$ cat src/rtl/div_seq_ctrl_pkg.sv
// Shared definitions for the DIV/DIVU sequencer: state encoding, latency and
// divide-by-zero constants, plus a two's-complement helper.
package div_seq_ctrl_pkg;

  localparam int          DIV_XLEN      = 32;
  localparam int          DIV_LATENCY   = 35;
  localparam logic [31:0] DIV0_QUOTIENT = 32'hFFFF_FFFF;

  typedef enum logic [2:0] {
    S_IDLE = 3'd0,
    S_PREP = 3'd1,
    S_RUN  = 3'd2,
    S_FIX  = 3'd3,
    S_DONE = 3'd4
  } div_state_e;

  function automatic logic [DIV_XLEN-1:0] neg_xlen(input logic [DIV_XLEN-1:0] v);
    return ~v + {{(DIV_XLEN-1){1'b0}}, 1'b1};
  endfunction

endpackage

$ cat src/rtl/div_seq_ctrl_adder.sv
// Shared 32-bit adder. In subtract mode it computes a - b and reports the
// borrow on cf_o; in add mode cf_o is the ordinary carry out.
module div_seq_ctrl_adder #(
  parameter int W = 32
) (
  input  logic [W-1:0] a_i,
  input  logic [W-1:0] b_i,
  input  logic         sub_i,
  output logic [W-1:0] sum_o,
  output logic         cf_o
);

  logic [W-1:0] b_eff;
  logic [W:0]   full;

  always_comb begin
    b_eff = sub_i ? ~b_i : b_i;
    full  = {1'b0, a_i} + {1'b0, b_eff} + {{W{1'b0}}, sub_i};
    sum_o = full[W-1:0];
    // A missing carry out of a + ~b + 1 means a borrow occurred.
    cf_o  = full[W] ^ sub_i;
  end

endmodule

$ cat src/rtl/div_seq_ctrl.sv
// Multi-cycle restoring divider sequencer for MIPS DIV/DIVU. One shared adder
// performs a subtract per iteration; quotient goes to LO, remainder to HI.
module div_seq_ctrl
  import div_seq_ctrl_pkg::*;
#(
  parameter int XLEN = 32,
  parameter int ITER = 32
) (
  input  logic            clk,
  input  logic            rst_n,
  input  logic            start,
  input  logic            sign,
  input  logic            flush,
  input  logic [XLEN-1:0] dividend,
  input  logic [XLEN-1:0] divisor,
  output logic            busy,
  output logic            done,
  output logic [XLEN-1:0] quotient,
  output logic [XLEN-1:0] remainder,
  output logic            div_by_zero
);

  localparam int CNT_W = $clog2(ITER);
  localparam logic [CNT_W-1:0] LAST_CNT = CNT_W'(ITER - 1);
  localparam logic [CNT_W-1:0] CNT_ONE  = CNT_W'(1);

  div_state_e      state_q, state_d;
  logic [XLEN-1:0] a_q, a_d;
  logic [XLEN-1:0] b_q, b_d;
  logic            sign_q, sign_d;
  logic [XLEN-1:0] dq_q, dq_d;
  logic [XLEN-1:0] rem_q, rem_d;
  logic [CNT_W-1:0] cnt_q, cnt_d;
  logic            dbz_flag_q, dbz_flag_d;
  logic [XLEN-1:0] quotient_q, quotient_d;
  logic [XLEN-1:0] remainder_q, remainder_d;
  logic            dbz_q, dbz_d;
  logic            busy_q, busy_d;
  logic            done_q, done_d;

  logic [XLEN-1:0] shifted;
  logic [XLEN-1:0] dvs_abs;
  logic [XLEN-1:0] diff;
  logic            borrow;
  logic            qbit;

  always_comb begin
    shifted = {rem_q[XLEN-2:0], dq_q[XLEN-1]};
    dvs_abs = (sign_q && b_q[XLEN-1]) ? neg_xlen(b_q) : b_q;
    // A set MSB before the shift means the shifted value exceeds 2^XLEN,
    // so the subtraction always succeeds regardless of the borrow.
    qbit    = rem_q[XLEN-1] | ~borrow;
  end

  div_seq_ctrl_adder #(
    .W (XLEN)
  ) u_adder (
    .a_i   (shifted),
    .b_i   (dvs_abs),
    .sub_i (1'b1),
    .sum_o (diff),
    .cf_o  (borrow)
  );

  // NOTE: every next-state signal gets its hold value first so no path through
  // the case statement leaves one unassigned, which would infer a latch.
  always_comb begin
    state_d     = state_q;
    a_d         = a_q;
    b_d         = b_q;
    sign_d      = sign_q;
    dq_d        = dq_q;
    rem_d       = rem_q;
    cnt_d       = cnt_q;
    dbz_flag_d  = dbz_flag_q;
    quotient_d  = quotient_q;
    remainder_d = remainder_q;
    dbz_d       = dbz_q;
    done_d      = 1'b0;

    unique case (state_q)
      S_IDLE: begin
        if (start) begin
          a_d     = dividend;
          b_d     = divisor;
          sign_d  = sign;
          state_d = S_PREP;
        end
      end

      S_PREP: begin
        if (flush) begin
          state_d = S_IDLE;
        end else if (b_q == '0) begin
          dq_d       = DIV0_QUOTIENT;
          rem_d      = a_q;
          dbz_flag_d = 1'b1;
          state_d    = S_DONE;
        end else begin
          dq_d       = (sign_q && a_q[XLEN-1]) ? neg_xlen(a_q) : a_q;
          rem_d      = '0;
          cnt_d      = '0;
          dbz_flag_d = 1'b0;
          state_d    = S_RUN;
        end
      end

      S_RUN: begin
        if (flush) begin
          state_d = S_IDLE;
        end else begin
          rem_d = qbit ? diff : shifted;
          dq_d  = {dq_q[XLEN-2:0], qbit};
          cnt_d = cnt_q + CNT_ONE;
          if (cnt_q == LAST_CNT) begin
            state_d = S_FIX;
          end
        end
      end

      S_FIX: begin
        if (flush) begin
          state_d = S_IDLE;
        end else begin
          if (sign_q && (a_q[XLEN-1] ^ b_q[XLEN-1])) dq_d = neg_xlen(dq_q);
          if (sign_q && a_q[XLEN-1])                 rem_d = neg_xlen(rem_q);
          state_d = S_DONE;
        end
      end

      S_DONE: begin
        quotient_d  = dq_q;
        remainder_d = rem_q;
        dbz_d       = dbz_flag_q;
        done_d      = 1'b1;
        state_d     = S_IDLE;
      end

      default: state_d = S_IDLE;
    endcase

    busy_d = (state_d != S_IDLE);
  end

  // NOTE: the datapath registers are reset along with the control state; they
  // are few and a clean reset keeps HI/LO deterministic after rst_n.
  always_ff @(posedge clk or negedge rst_n) begin
    if (!rst_n) begin
      state_q     <= S_IDLE;
      a_q         <= '0;
      b_q         <= '0;
      sign_q      <= 1'b0;
      dq_q        <= '0;
      rem_q       <= '0;
      cnt_q       <= '0;
      dbz_flag_q  <= 1'b0;
      quotient_q  <= '0;
      remainder_q <= '0;
      dbz_q       <= 1'b0;
      busy_q      <= 1'b0;
      done_q      <= 1'b0;
    end else begin
      state_q     <= state_d;
      a_q         <= a_d;
      b_q         <= b_d;
      sign_q      <= sign_d;
      dq_q        <= dq_d;
      rem_q       <= rem_d;
      cnt_q       <= cnt_d;
      dbz_flag_q  <= dbz_flag_d;
      quotient_q  <= quotient_d;
      remainder_q <= remainder_d;
      dbz_q       <= dbz_d;
      busy_q      <= busy_d;
      done_q      <= done_d;
    end
  end

  assign busy        = busy_q;
  assign done        = done_q;
  assign quotient    = quotient_q;
  assign remainder   = remainder_q;
  assign div_by_zero = dbz_q;

endmodule

$ cat config.mk
export PLATFORM = sky130hd
export DESIGN_NAME = div_seq_ctrl
export DESIGN_NICKNAME = d
export VERILOG_FILES = /design/src/rtl/div_seq_ctrl_pkg.sv /design/src/rtl/div_seq_ctrl_adder.sv /design/src/rtl/div_seq_ctrl.sv
export SDC_FILE = /design/constraint.sdc
export NUM_CORES = 1
export LEC_CHECK = 0
export CAP_MARGIN = 20
export CORE_UTILIZATION = 58
export DETAILED_ROUTE_END_ITERATION = 8
export PLACE_DENSITY = 0.81
export SYNTH_ARGS = -nofsm -noshare
export SYNTH_HDL_FRONTEND = slang
export SYNTH_SLANG_ARGS = --single-unit
$ cat constraint.sdc
create_clock -name clk -period 5.5 [get_ports clk]
set_clock_uncertainty 0.15 [all_clocks]
set_input_delay 0.55 -clock clk [delete_from_list [all_inputs] [get_ports clk]]
set_output_delay 0.55 -clock clk [all_outputs]
set_load 0.05 [all_outputs]
==> results.md <==
* GR Util All Layers at 31.1%
* DR iter-0 viols at approximately 950
* Vias in the first global route at roughly 11000
* CP startpoint kind: flip-flop
* Worst-case clock buffer depth at 3
* Die area at about 23000 um^2
* Crit-path max FO at 21
* RSZ-0062 raised after global routing: no
* Count leader, synth: dfrtp_1
* Async S/R FF share, synth at between 90% and 100%
* I/O pin count at roughly 140
* Clock sinks at 205
* First-pass GRT wire length at 58700 um
* Layout area overhead at 17.7%
* Endpoints failing setup at 0
* Average wire per standard cell at 19.7 um
* Htree depth at 1
* Post-DR vias/cell at about 6.5
* #FFs+latches synth at around 210
* Routed WL at approximately 36000 um
* Die width at around 150 um
* Largest family of logic cells by synthesized area: compound AO/OA/AOI/OAI gates
* Synth warnings at 0
* CTS Buf Count at 23
* Slew Viols, Final at 0
* Final period utilization at about nine tenths
* Post-DP HPWL at 25400 um
* Crit end category: flip-flop
* Rows at 54
* Pin count of the biggest net entering global routing at about 110
* Initial antenna violation count at 0
* Drt pass-1 iters at 7
* Register area share after synthesis at roughly 40%
* Synth Area in XOR/XNOR at 6.22%
* Latest clock arrival within the worst-skew pair at 0.52 ns
* Final ANT Viol Nets at 0
* Vias at between 10000 and 15000
* Post-Synth Adder-Cell Area at under 10%
* Total Nets Final at about 1600
* Initial Util at about three fifths
* Synth top area share at roughly two fifths
* Post-synthesis mux area share at 11.9%
* Proportion of layout cells with a drive suffix above 1 at about 13%
* Post-CTS setup buffer count at 0
* Core area at between 20000 and 25000 um^2
* Synth Area in Compound Gates at 19.7%
* Hold Crit Class: reg -> reg
* Simple-gate area share of the yosys netlist at roughly 16%
* CTS tree: built
* Most common library cells after synthesis: dfrtp_1, mux2_2, o21ai_0, nor2_1, nand2_1
* Final GP Congestion at 0.958
* Synth Net Count at 1535
* Top cells by area, synth: dfrtp_1, mux2_2, o21ai_0, xnor2_1, a21oi_1
* Period minus WS final at approximately 5.0 ns
* Dominant synthesized flop cell: dfrtp_1
* Maximum clock frequency at 200 MHz
* Drt drc at 7
* MaxCap Viol Count at 0
* Critical Path RT at 5.70 ns
* Number of diodes at 0
* Worst Setup Path Type: reg -> reg
* Root Buffer: clkbuf_16
* Yosys top cell by area: dfrtp_1
* EDFF count, synth at 0
* Worst slew pin tran at between 1 and 1.5 ns
* Distinct cells, synth at between 70 and 80
* Rel. slew slack at 29.0%
* Failing checks: DRC
* Setup TNS Final at 0 ns
* Syn Area/Cell at just over 9 um^2
* Outcome: finished, violations left
* Cell Area, Synth at 13100 um^2
* Final Hold Vio Count at 0
* Clk slew on worst S/H paths at ~0.06 ns
* Mapped Cells at 1427
* Total gr overflow at 0
* Die height at 152 um
* Crit path DAT at about 5.2 ns
* IO Port Bufs at about 140
kinds of logic (layout without fill, tap and decap cells):
kind of cell               after synthesis  in the layout
and+or+nand+nor                        433            433
xor gates and xnor gates                93             93
adders and majority gates               39             39
DFF                                    205            205
AOI/OAI and AO/OA                      406            406
muxes                                  140            140
buffers and inverters                  111            221
sequential cells by signal (all words and copies together) (netlist names):
signal / flops
a_q: 32
b_q: 32
busy: 1
cnt_q: 5
dbz_flag_q: 1
div_by_zero: 1
done: 1
dq_q: 32
quotient: 32
rem_q: 32
remainder: 32
sign_q: 1
state_q: 3
cell usage in the layout, fill, tap and decap left out, types with 8 or more instances in the layout:
master / netlist / layout
a21o_1: 20 / 20
a21oi_1: 96 / 96
a221oi_1: 14 / 14
a22oi_1: 14 / 14
a31oi_1: 16 / 14
buf_4: 0 / 17
clkbuf_16: 0 / 23
clkdlybuf4s50_1: 0 / 134
dfrtp_1: 205 / 205
ha_1: 38 / 38
inv_1: 27 / 27
mux2_2: 125 / 125
mux2i_1: 15 / 15
nand2_1: 111 / 111
nand2b_1: 10 / 10
nand3_1: 40 / 40
nand4_1: 9 / 9
nor2_1: 116 / 116
nor2b_1: 11 / 11
nor3_1: 47 / 47
nor4_1: 22 / 22
o211ai_1: 14 / 14
o21a_1: 8 / 8
o21ai_0: 119 / 119
o221ai_1: 15 / 15
o31ai_1: 18 / 18
o41ai_1: 8 / 8
or3_1: 20 / 20
or4_1: 14 / 14
xnor2_1: 55 / 55
xor2_1: 38 / 38
what timing repair did:
action / in CTS / in global routing
hold buffers: 1 / 0
endpoints found under the hold margin: 4 / 0
resized for setup: 0 / 0
cell type report:
type / count / area (um^2)
Inverter: 28 / 105
Multi-Input combinational cell: 1111 / 7580
Fill cell: 1695 / 6530
Sequential cell: 205 / 5130
Timing Repair Buffer: 155 / 1530
Clock inverter: 6 / 82.6
Tap cell: 280 / 350
Clock buffer: 32 / 649
critical path, cell delays in order (launching register included):
cell and delay, ns:
dfrtp_1 0.44, or4_1 0.62, or4_1 0.56, nor2_1 0.36, a21oi_1 0.15, xnor2_1 0.15, ha_1 0.42, nand2_1 0.13
o21ai_0 0.29, and2_1 0.20, nor2_1 0.04, o21ai_1 0.28, inv_1 0.16, nor2_1 0.15, buf_4 0.34, mux2i_1 0.25
o221ai_1 0.14
routing by layer:
| layer | global-route usage [%] | part of all wire [%] | vias to the layer above |
|---|---|---|---|
| li1 | - | - | 5493 |
| met1 | 41.7 | 42 | 5594 |
| met3 | 3.84 | 7.6 | 101 |
| met2 | 51.3 | 47 | 554 |
| met5 | 0 | 0 | - |
| met4 | 12.8 | 3.6 | 0 |
path summary, 6_finish.rpt:
path / to / from / slack (ns) / cells after the start
max in group asynchronous: b_q[24]$_DFFE_PN0P_ / rst_n / 3.64 / 3
min in group asynchronous: dq_q[8]$_DFFE_PN0P_ / rst_n / 0.53 / 2
hold / removal: cnt_q[4]$_DFFE_PN0P_ / cnt_q[4]$_DFFE_PN0P_ / 0.35 / 2
setup reg to reg: rem_q[9]$_DFFE_PN0P_ / b_q[7]$_DFFE_PN0P_ / 0.50 / 16
setup / recovery: rem_q[9]$_DFFE_PN0P_ / b_q[7]$_DFFE_PN0P_ / 0.50 / 16
hold reg to reg: cnt_q[4]$_DFFE_PN0P_ / cnt_q[4]$_DFFE_PN0P_ / 0.35 / 2
metrics by stage:
step           setup WS, ns  instance area (um^2)  utilization [%]  instances  hold slack (ns)
5_1_grt               0.211                 15400             70.3       1817            0.361
6_report              0.500                 15400             70.3       1817            0.347
3_3_place_gp          0.785                 14700             66.9       1778            0.310
4_1_cts               0.590                 15400             70.3       1817            0.338
3_5_place_dp          0.634                 14700             66.9       1778            0.325
2_1_floorplan         0.564                 13100                -       1427            0.104
Power is not shown: default switching activity piles up to over one toggle a cycle in this logic, so the estimate is an artifact.
